**config.mk**
```make
export PLATFORM = sky130hd
export DESIGN_NAME = laser_score
export DESIGN_NICKNAME = d
export VERILOG_FILES = /design/src/rtl/laser_pkg.sv /design/src/rtl/laser_cover.sv /design/src/rtl/laser_score.sv
export SDC_FILE = /design/constraint.sdc
export NUM_CORES = 1
export LEC_CHECK = 0
export CAP_MARGIN = 20
export CORE_ASPECT_RATIO = 1.1
export CORE_MARGIN = 5
export CORE_UTILIZATION = 24
export DETAILED_ROUTE_END_ITERATION = 8
export PLACE_DENSITY = 0.4
export REMOVE_ABC_BUFFERS = 1
export SYNTH_ARGS = -nofsm -noshare
export SYNTH_HDL_FRONTEND = slang
export SYNTH_SLANG_ARGS = --single-unit
```
**constraint.sdc**
```tcl
create_clock -name CLK -period 20.5 [get_ports CLK]
set_clock_uncertainty 0.15 [all_clocks]
set_input_delay 2.05 -clock CLK [delete_from_list [all_inputs] [get_ports CLK]]
set_output_delay 2.05 -clock CLK [all_outputs]
set_load 0.02 [all_outputs]
```
**src/rtl/laser_pkg.sv**
```systemverilog
// Shared constants, coordinate type and FSM state encoding for the laser_score checker.
package laser_pkg;

   localparam int NPTS_DEF = 40;
   localparam int CW_DEF   = 4;
   localparam int R2       = 16;

   typedef logic [CW_DEF-1:0] coord_t;

   typedef enum logic [1:0] {
      COLLECT = 2'd0,
      HOLD    = 2'd1,
      EVAL    = 2'd2,
      REPORT  = 2'd3
   } state_t;

endpackage

```
**src/rtl/laser_cover.sv**
```systemverilog
// Combinational coverage test: is (px,py) within radius sqrt(R2) of centre (cx,cy)?
module laser_cover
   import laser_pkg::*;
#(
   parameter int CW = CW_DEF
) (
   input  logic [CW-1:0] px_i,
   input  logic [CW-1:0] py_i,
   input  logic [CW-1:0] cx_i,
   input  logic [CW-1:0] cy_i,
   output logic          covered_o
);

   logic [CW-1:0] dx;
   logic [CW-1:0] dy;
   logic [2*CW:0] dx_w;
   logic [2*CW:0] dy_w;
   logic [2*CW:0] dist2;

   assign dx = (px_i >= cx_i) ? (px_i - cx_i) : (cx_i - px_i);
   assign dy = (py_i >= cy_i) ? (py_i - cy_i) : (cy_i - py_i);

   // Widened before squaring so the sum of squares never wraps.
   assign dx_w  = {{(CW+1){1'b0}}, dx};
   assign dy_w  = {{(CW+1){1'b0}}, dy};
   assign dist2 = dx_w * dx_w + dy_w * dy_w;

   assign covered_o = (dist2 <= (2*CW+1)'(R2));

endmodule

```
**src/rtl/laser_score.sv**
```systemverilog
// Re-scores the two-circle engine's answer over the snooped frame.
// Optional OVERLAP output enabled by defining LASER_SCORE_OVERLAP_EN.
module laser_score
   import laser_pkg::*;
#(
   parameter int NPTS = NPTS_DEF,
   parameter int CW   = CW_DEF
) (
   input  logic          CLK,
   input  logic          RST,
   input  logic          PT_VALID,
   input  logic [CW-1:0] PT_X,
   input  logic [CW-1:0] PT_Y,
   input  logic          RES_VALID,
   input  logic [CW-1:0] C1X,
   input  logic [CW-1:0] C1Y,
   input  logic [CW-1:0] C2X,
   input  logic [CW-1:0] C2Y,
   output logic          BUSY,
   output logic [5:0]    SCORE,
   output logic          SCORE_VALID,
`ifdef LASER_SCORE_OVERLAP_EN
   output logic [5:0]    OVERLAP,
`endif
   output logic          ERR
);

   localparam logic [5:0] LAST = 6'(NPTS - 1);

   state_t        state_q, state_d;
   logic [5:0]    pcnt_q, pcnt_d;
   logic [5:0]    idx_q, idx_d;
   logic [5:0]    acc_q, acc_d;
   logic [5:0]    score_q, score_d;
   logic          err_q, err_d;
   logic [CW-1:0] c1x_q, c1x_d, c1y_q, c1y_d, c2x_q, c2x_d, c2y_q, c2y_d;
   logic          shift_in, rotate;
   logic          cov1, cov2;
   logic [CW-1:0] sx_q [NPTS];
   logic [CW-1:0] sy_q [NPTS];
`ifdef LASER_SCORE_OVERLAP_EN
   logic [5:0]    ovl_acc_q, ovl_acc_d;
   logic [5:0]    ovl_q, ovl_d;
`endif

   laser_cover #(.CW(CW)) u_cover1 (
      .px_i(sx_q[0]), .py_i(sy_q[0]), .cx_i(c1x_q), .cy_i(c1y_q), .covered_o(cov1)
   );
   laser_cover #(.CW(CW)) u_cover2 (
      .px_i(sx_q[0]), .py_i(sy_q[0]), .cx_i(c2x_q), .cy_i(c2y_q), .covered_o(cov2)
   );

   // Store contents are don't-care while pcnt is zero, so it carries no reset.
   always_ff @(posedge CLK) begin
      if (shift_in || rotate) begin
         for (int i = 0; i < NPTS - 1; i++) begin
            sx_q[i] <= sx_q[i+1];
            sy_q[i] <= sy_q[i+1];
         end
         sx_q[NPTS-1] <= shift_in ? PT_X : sx_q[0];
         sy_q[NPTS-1] <= shift_in ? PT_Y : sy_q[0];
      end
   end

   always_ff @(posedge CLK) begin
      if (RST) begin
         state_q <= COLLECT;
         pcnt_q  <= '0;
         idx_q   <= '0;
         acc_q   <= '0;
         score_q <= '0;
         err_q   <= 1'b0;
         c1x_q   <= '0;
         c1y_q   <= '0;
         c2x_q   <= '0;
         c2y_q   <= '0;
`ifdef LASER_SCORE_OVERLAP_EN
         ovl_acc_q <= '0;
         ovl_q     <= '0;
`endif
      end else begin
         state_q <= state_d;
         pcnt_q  <= pcnt_d;
         idx_q   <= idx_d;
         acc_q   <= acc_d;
         score_q <= score_d;
         err_q   <= err_d;
         c1x_q   <= c1x_d;
         c1y_q   <= c1y_d;
         c2x_q   <= c2x_d;
         c2y_q   <= c2y_d;
`ifdef LASER_SCORE_OVERLAP_EN
         ovl_acc_q <= ovl_acc_d;
         ovl_q     <= ovl_d;
`endif
      end
   end

   always_comb begin
      state_d  = state_q;
      pcnt_d   = pcnt_q;
      idx_d    = idx_q;
      acc_d    = acc_q;
      score_d  = score_q;
      err_d    = err_q;
      c1x_d    = c1x_q;
      c1y_d    = c1y_q;
      c2x_d    = c2x_q;
      c2y_d    = c2y_q;
      shift_in = 1'b0;
      rotate   = 1'b0;
`ifdef LASER_SCORE_OVERLAP_EN
      ovl_acc_d = ovl_acc_q;
      ovl_d     = ovl_q;
`endif
      case (state_q)
         COLLECT: begin
            // A result before the frame is complete wins over a same-cycle point.
            if (RES_VALID) begin
               err_d  = 1'b1;
               pcnt_d = '0;
            end else if (PT_VALID) begin
               shift_in = 1'b1;
               pcnt_d   = pcnt_q + 6'd1;
               if (pcnt_q == LAST) state_d = HOLD;
            end
         end
         HOLD: begin
            if (PT_VALID) err_d = 1'b1;
            if (RES_VALID) begin
               c1x_d   = C1X;
               c1y_d   = C1Y;
               c2x_d   = C2X;
               c2y_d   = C2Y;
               acc_d   = '0;
               idx_d   = '0;
               state_d = EVAL;
`ifdef LASER_SCORE_OVERLAP_EN
               ovl_acc_d = '0;
`endif
            end
         end
         EVAL: begin
            rotate = 1'b1;
            acc_d  = acc_q + {5'd0, cov1 | cov2};
            idx_d  = idx_q + 6'd1;
            if (PT_VALID || RES_VALID) err_d = 1'b1;
`ifdef LASER_SCORE_OVERLAP_EN
            ovl_acc_d = ovl_acc_q + {5'd0, cov1 & cov2};
`endif
            if (idx_q == LAST) begin
               state_d = REPORT;
               score_d = acc_d;
`ifdef LASER_SCORE_OVERLAP_EN
               ovl_d = ovl_acc_d;
`endif
            end
         end
         REPORT: begin
            pcnt_d  = '0;
            state_d = COLLECT;
            if (PT_VALID) begin
               shift_in = 1'b1;
               pcnt_d   = 6'd1;
            end
         end
         default: state_d = COLLECT;
      endcase
   end

   assign BUSY        = (state_q == HOLD) || (state_q == EVAL);
   assign SCORE_VALID = (state_q == REPORT);
   assign SCORE       = score_q;
   assign ERR         = err_q;
`ifdef LASER_SCORE_OVERLAP_EN
   assign OVERLAP     = ovl_q;
`endif

endmodule

```
# ---- Word-level counts from Yosys, hierarchy flattened
# Memory sizes are Yosys's and may differ from the RTL's.
# Index checks and enable logic that the tools add are counted.
dict set report word_totals {
  ff_bits 43
  ramBits 320
  input_bits 28
  wordCells 92
  memories 2
}
# memory depth width read_ports rd_ports_with_merged_regs wr line
set memory_table {}
lappend memory_table {sx_q 40 4 40 0 40 laser_score.sv:39} ;# logic [CW-1:0] sx_q [NPTS];
lappend memory_table {sy_q 40 4 40 0 40 laser_score.sv:40} ;# logic [CW-1:0] sy_q [NPTS];
dict set report op_classes {
  n_addsub 13
  multipliers 4
  magnitude_cmp 6
  eq_ne 14
  muxes 29
  n_bitwise 1
  n_reduce_logical 13
}
# op count
set op_table {}
lappend op_table {{one-hot mux 6 bit (2 select lines)} 3}
lappend op_table {{multiplier 4 x 4 -> 8 bit} 4}
lappend op_table {{subtractor 4 bit} 8}
lappend op_table {{2-to-1 mux 4 bit} 6}
lappend op_table {{adder 9 bit} 2}
lappend op_table {{less-or-equal comparator 9 x 5 -> 1 bit (second input constant)} 2}
lappend op_table {{2-to-1 mux 6 bit} 3}
lappend op_table {{greater-or-equal comparator 4 bit} 4}
lappend op_table {{!= test 2 bit (second input constant)} 8}
lappend op_table {{adder 6 x 1 -> 6 bit (second input constant)} 2}
lappend op_table {{equality test 6 bit (second input constant)} 2}
lappend op_table {{2-to-1 mux 2 bit} 5}
lappend op_table {{2-to-1 mux 1 bit} 9}
lappend op_table {{one-hot mux 2 bit (4 select lines)} 1}
lappend op_table {{AND reduction 2 bit} 4}
lappend op_table {{adder 6 x 1 -> 6 bit} 1}
lappend op_table {{AND reduction 5 bit} 1}
lappend op_table {{equality test 2 bit (second input constant)} 2}
lappend op_table {{AND reduction 4 bit} 1}
lappend op_table {{nonzero test 2 bit} 2}
lappend op_table {{logical OR 1 bit} 3}
lappend op_table {{!= test 3 bit (second input constant)} 1}
lappend op_table {{one-hot mux 1 bit (3 select lines)} 1}
lappend op_table {{nonzero test 3 bit} 1}
lappend op_table {{4 further kinds} 4}

# ---- Depth between registers and ports, before layout
# Gate-level depths: netlist (run 1).
# An unclocked memory read counts as a cell.
dict set report depth {
  ltp_word 9
  depth_mapped 25
  mapped_depth_nobuf 25
}

# ---- Modules after synthesis
# A second synthesis (run 1) with hierarchy kept.
dict set report unflattened {
  hier_cells 857
  area_unflattened_um2 14015.9
}
# module instances cells_each area_each_um2 seq_area_each_um2
set by_module_without_submodules {}
lappend by_module_without_submodules {laser_score 1 548 11613.6 10470.0}
lappend by_module_without_submodules {{laser_cover (u_cover1)} 1 156 1206.2 0.0}
lappend by_module_without_submodules {{laser_cover (u_cover2)} 1 153 1196.1 0.0}

# ---- Worst setup path before layout (run 1)
# No wires, ideal clock.
dict set report synth_timing {
  path_type {input -> register}
  start {input RES_VALID}
  end {memory sx_q[0][0] (netlist bit), enable pin}
  setup_time_ps 2403
  t_arrival_ps 7703
  required_time_ps 17947
  slack_ps 10244
  path_stages 4
  path_cell_list {nand2b_1 -> a211o_1 -> buf_2 -> nand2_1}
}
# element line
set synth_rtl {}
lappend synth_rtl {{from (decl)} laser_score.sv:14} ;# input logic RES_VALID,
lappend synth_rtl {{to (decl)} laser_score.sv:39}

==> results of run 1 <==
registers in the layout, summed over array words and instances (netlist names):
| register | flops |
|---|---|
| sx_q | 160 |
| sy_q | 160 |
| SCORE | 6 |
| acc_q | 6 |
| idx_q | 6 |
| pcnt_q | 6 |
| c1x_q | 4 |
| c1y_q | 4 |
| c2x_q | 4 |
| c2y_q | 4 |
| state_q | 2 |
| ERR | 1 |
cell usage after synthesis (8+ instances only):
cell type,instances,area [um^2]
edfxtp_1,320,9610
ha_1,60,751
a21oi_1,54,270
inv_1,53,199
nand2_1,50,188
nor2_1,48,180
dfxtp_1,43,861
o21ai_0,18,90.1
nor2b_1,16,100
fa_1,14,280
mux2i_1,14,140
and2_1,13,81.3
xnor2_1,13,114
nand3_1,12,60.1
a21o_1,10,75.1
clkbuf_1,8,30.0
mux2_2,8,90.1
nor3_1,8,40.0
xor2_1,8,70.1
layer usage:
metal / up-vias / GRT usage
li1: 3361 / -
met2: 106 / 0.115
met3: 40 / 0.0135
met5: - / 0
met1: 3395 / 0.104
met4: 0 / 0.0360
area by class of cell:
type,count,area share
clock inverter,20,0.00871
tap,752,0.0569
multi-input combinational,436,0.198
clock buffer,52,0.0659
timing repair buffer,40,0.0244
sequential,363,0.634
inverter,53,0.0120
through the flow:
step / power, W / util / setup slack, ps / hold slack, ps
6_report: 0.00158 / 0.287 / 14300 / 257
5_1_grt: 0.00165 / 0.287 / 13760 / 270
4_1_cts: 0.00161 / 0.287 / 14140 / 261
3_5_place_dp: 0.000920 / 0.266 / 14030 / 255
3_3_place_gp: 0.000920 / 0.266 / 14230 / 251
2_1_floorplan: 0.000904 / - / 10250 / 250
logic make-up (layout without fill, tap and decap cells):
group / after synthesis / in the layout / share of synthesized area
xor gates and xnor gates: 21 / 21 / 0.0131
adders and majority gates: 74 / 74 / 0.0736
and+or+nand+nor: 183 / 183 / 0.0658
AOI/OAI and AO/OA: 133 / 133 / 0.0617
buffers and inverters: 68 / 165 / 0.0187
muxes: 25 / 25 / 0.0194
DFF: 363 / 363 / 0.748
worst max-delay path by stage:
stage / end / slack, ps
after CTS: acc_q[4]$_SDFFE_PP0P_ / 14140
after floorplan: sx_q[0][0]$_DFFE_PP_ / 10250
final: SCORE[4]$_SDFFE_PP0P_ / 14300
after detailed placement: sy_q[3][3]$_DFFE_PP_ / 14030
after global routing: acc_q[4]$_SDFFE_PP0P_ / 13760
after global placement: sy_q[3][3]$_DFFE_PP_ / 14230
power by group through the flow:
stage | Sequential, W | Combinational, W | Clock, W
after floorplan | 0.000860 | 0.0000433 | 0
after global placement | 0.000854 | 0.0000655 | 0
after detailed placement | 0.000854 | 0.0000665 | 0
after CTS | 0.000839 | 0.0000668 | 0.000709
after global routing | 0.000840 | 0.0000732 | 0.000738
final | 0.000839 | 0.0000644 | 0.000672
==> results.toml, run 1 <==
[finish]
n_antenna_cell = 0
layout.nets = 1036
final-seq-area_um2 = 10500
final_cell_mix = "edfxtp_1, ha_1, a21oi_1"
final_area_um2 = 16500
layout_commonest_cell = "edfxtp_1"
n_fill_cell = 5746
multi_input_area_um2 = 3280
fin_cells = 1716
drive_above_1_share = 0.0892
areaGrowthSynthToFinish_pct = 18.0

[worst_setup_path]
worstReg2RegStart = "sx_q[0][0]$_DFFE_PP_"
worstPathRequired_ps = 20760
critPathKind = "flop to flop"
critPathCaptureType = "flop"
cp_top_family = "adder cells"
cp_max_fo = 7
rrSetupSlack_ps = 14300
r2r_cells = 22
slowest_delay_ps = 610
arrival_ps = 6450
critPathBufInv = 2
cp-start-kind = "flop"
crit_slowest_cell = "a2111oi_0"
startpoint = "sx_q[0][0]$_DFFE_PP_"
critical_path.cell_chain = "inv_1 -> ha_1 -> inv_1 -> fa_1 -> a21oi_1 -> o21ai_1 -> mux2i_1 -> and2_1 -> nor2b_1 -> fa_1 -> fa_1 -> nand4bb_2 -> nor4b_1 -> o21ai_0 -> a2111oi_0 -> a31o_2 -> ha_1 -> ha_1 -> nand3_1 -> xnor2_1 -> mux2i_1 -> nor2_1"
rr_endpoint = "SCORE[4]$_SDFFE_PP0P_"
path_depth = 22

[power]
clkPwrFrac = 0.427
max-vdd-ir-drop_uv = 45.7
p_comb_frac = 0.041
power.density_nw_per_um2 = 95.4
switchingPower_w = 0.000331
p_sw_frac = 0.210
pwr-share-seq = 0.532
p_int_w = 0.00125
leakagePower_nw = 5.71

[yosys]
ys_ff_latch = 363
syn_inst = 867
synth_edf_count = 320
synth.cell_area_um2 = 14000
avgSynthCellArea_um2 = 16.2
synth.distinct_cells = 61
synth_ff_type = "edfxtp_1"
synth_seq_area_share = 0.748
ys_warn_count = 0
async_reset_ff_frac = 0

[sta]
post-route-period-util = 0.302
rsz0062_at_grt = "false"
period_needed_ps = 6200
maxSlewHeadroom = 0.211
setup_tns_ps = 0
fmax_mhz = 161
hold_viol = 0
tightest_slew_ps = 1180
final_max_slew_viol_count = 0
setup_viol = 0

[placement]
dpl_cell_area_um2 = 15300
gp_congestion = 0.738
post-place-cells = 1643
io_buffers = 36
dp_hpwl_um = 14200

[global_route]
grt_pass1_wl_um = 37900
grt_pass1_vias = 6802
grt-ovfl-total = 0
grt_use_total = 0.0751
grt_max_degree = 187
antenna_found_initial = 0

[clock_tree]
post_cts_buffers = 0
cts.path.max_buffers = 3
htreeDepth = 2
clk_pin_slew_ps = 60
numCtsBuffers = 40
cts_resized = 0
clk_latency_ps = 550
cts.sinks = 363
cts_tree = "built"
cts-root-buf = "clkbuf_16"
hold_buffers = 0

[detailed_routing]
routed.top_layer = "met4"
wl_met3_um = 793
drtIter0Drc = 487
viasPerCell = 4.02
ant_nets = 0
met2_wirelength_um = 11000
wl_um = 24200
m1WireLength_um = 11800
vias = 6902
dr.pass1.iters = 4
drc = 0
wl_per_cell_um = 14.1

[die]
die_w_um = 240
die_height_um = 263
die_area_um2 = 63300
start_util = 0.243
coreArea_um2 = 57600
num_io_pins = 37
fp-row-count = 92

[min_path]
min_path_type = "flop to flop"
whs_endpoint = "sx_q[4][25]$_DFFE_PP_"
hold_depth = 0
min_from = "sx_q[4][29]$_DFFE_PP_"

[job]
drv_cap = 0

[run_status]
status = "finished clean"
Power figures use the tool's default switching activity.
==> inputs of run 2 (changes only) <==
PLACE_DENSITY = 0.41   (was 0.4)
clock period = 5.1 ns   (was 20.5 ns; I/O delays follow)
==> results.toml, run 2 (same netlist as run 1, synthesis figures left out) <==
[finish]
fin_cells = 1808
reg_top3 = "sx_q x160, sy_q x160"
areaGrowthSynthToFinish_pct = 25.7
final_cell_mix = "edfxtp_1, buf_4, ha_1"
layout.nets = 1129
layout_commonest_cell = "edfxtp_1"
final_util = 0.306
n_antenna_cell = 0
drive_above_1_share = 0.219

[detailed_routing]
vias = 7216
drc = 0
wl_per_cell_um = 14.0
viasPerCell = 3.99
dr.pass1.iters = 4
drtIter0Drc = 392
wl_um = 25400
ant_nets = 0

[job]
drv_cap = 0

[die]
num_io_pins = 37
die_area_um2 = 63300
fp-row-count = 92
coreArea_um2 = 57600
die_w_um = 240
die_height_um = 263
start_util = 0.243

[worst_setup_path]
cp_max_fo = 4
critPathBufInv = 4
r2r_cells = 24
slowest_delay_ps = 570
worstReg2RegStart = "sy_q[0][0]$_DFFE_PP_"
crit_slowest_cell = "fa_1"
rr_endpoint = "acc_q[5]$_SDFFE_PP0P_"
cp-start-kind = "flop"
cp_common_cell = "inv_2"
arrival_ps = 5440
cp_top_family = "adder cells"
critPathCaptureType = "flop"
worstPathRequired_ps = 5320
critical_path.cell_chain = "inv_2 -> ha_4 -> inv_2 -> fa_2 -> a21oi_2 -> o21ai_2 -> mux2i_2 -> nand2_1 -> or2_4 -> fa_1 -> inv_2 -> fa_1 -> nand4bb_4 -> nor4b_2 -> o21ai_1 -> a2111oi_4 -> buf_4 -> a31o_4 -> ha_4 -> and3_4 -> nand3_4 -> xnor2_4 -> a22oi_2 -> nor2_1"
rrSetupSlack_ps = -110
critPathKind = "flop to flop"

[power]
leakagePower_nw = 6.25
p_total_w = 0.00640
max-vdd-ir-drop_uv = 191
power.density_nw_per_um2 = 364

[clock_tree]
cts-root-buf = "clkbuf_16"
clk_pin_slew_ps = 60
cts.sinks = 363
htreeDepth = 2
numCtsBuffers = 38
clk_latency_ps = 520
cts.path.max_buffers = 3
hold_buffers = 0
cts_tree = "built"

[sta]
rsz0062_at_grt = "true"
worst_slack_ps = -113
hold_viol = 0
period_needed_ps = 5210
post-route-period-util = 1.02
tightest_slew_ps = 1120
setup_tns_ps = -571
final_max_slew_viol_count = 0
setup_viol = 7
fmax_mhz = 192
maxSlewHeadroom = 0.234

[run_status]
status = "complete, but fails checks"
failed_checks = "setup timing"

[global_route]
grt_pass1_vias = 7335
grt_max_degree = 54
antenna_found_initial = 0
grt_use_total = 0.0774
grt_pass1_wl_um = 39800
grt-ovfl-total = 0

[min_path]
min_path_type = "flop to flop"
min_from = "sy_q[1][12]$_DFFE_PP_"
hold_depth = 0
whs_endpoint = "sy_q[1][8]$_DFFE_PP_"

[placement]
io_buffers = 36
dp_hpwl_um = 15400
post-place-cells = 1730
gp_congestion = 0.725
-- run 2: cell count changes in the layout (fill, tap and decap cells not counted), sizes merged --
cell	before	now
bufinv	1	3
clkinvlp	4	0
buf	4	99
clkbuf	52	46
inv	54	56
clkinv	14	17
-- run 2: where the power goes --
part,switching (W),internal [W]
combinational,0.000190,0.000165
clock,0.00112,0.00156
sequential,0.0000283,0.00334
total,0.00134,0.00506
-- run 2: through the flow --
step                      instance area [um^2]  setup WS [ps]  hold WS [ps]
after global placement                   16000           -716           252
after global routing                     17600           -395           268
final                                    17600           -113           264
after floorplan                          13900          -3770           250
after CTS                                17400           -266           266
after detailed placement                 16000           -836           255
-- run 2: cell type report --
cell class / count / area [um^2]
Multi-Input combinational cell: 436 / 3610
Clock inverter: 23 / 194
Inverter: 53 / 199
Tap cell: 752 / 941
Timing Repair Buffer: 135 / 1190
Clock buffer: 46 / 1000
Sequential cell: 363 / 10500
Fill cell: 5677 / 40000
-- run 2: worst max-delay path by stage --
stage	from	to	slack, ps	cells past startpoint
5_1_grt	sy_q[0][0]$_DFFE_PP_	SCORE[5]$_SDFFE_PP0P_	-390	24
2_1_floorplan	state_q[1]$_SDFFE_PP0P_	sx_q[0][0]$_DFFE_PP_	-3770	4
3_3_place_gp	sy_q[0][0]$_DFFE_PP_	acc_q[4]$_SDFFE_PP0P_	-720	24
3_5_place_dp	sy_q[0][0]$_DFFE_PP_	acc_q[2]$_SDFFE_PP0P_	-840	24
4_1_cts	sy_q[0][0]$_DFFE_PP_	acc_q[5]$_SDFFE_PP0P_	-270	24
6_report	sy_q[0][0]$_DFFE_PP_	acc_q[5]$_SDFFE_PP0P_	-110	24
-- run 2: routing by layer --
metal / GRT usage / up-vias / wire length [um]
li1: - / 3534 / -
met1: 0.106 / 3572 / 12400
met2: 0.122 / 74 / 11600
met3: 0.0156 / 36 / 820
met4: 0.0282 / 0 / 606
met5: 0 / - / 0
-- run 2: what timing repair did --
action / 4_1_cts / 5_1_grt
endpoints found under the hold margin: 0 / 0
cloned: 0 / 0
resized for setup: 43 / 31
buffers inserted: 6 / 4
setup endpoints to repair: 12 / 12
pin swaps: 16 / 39
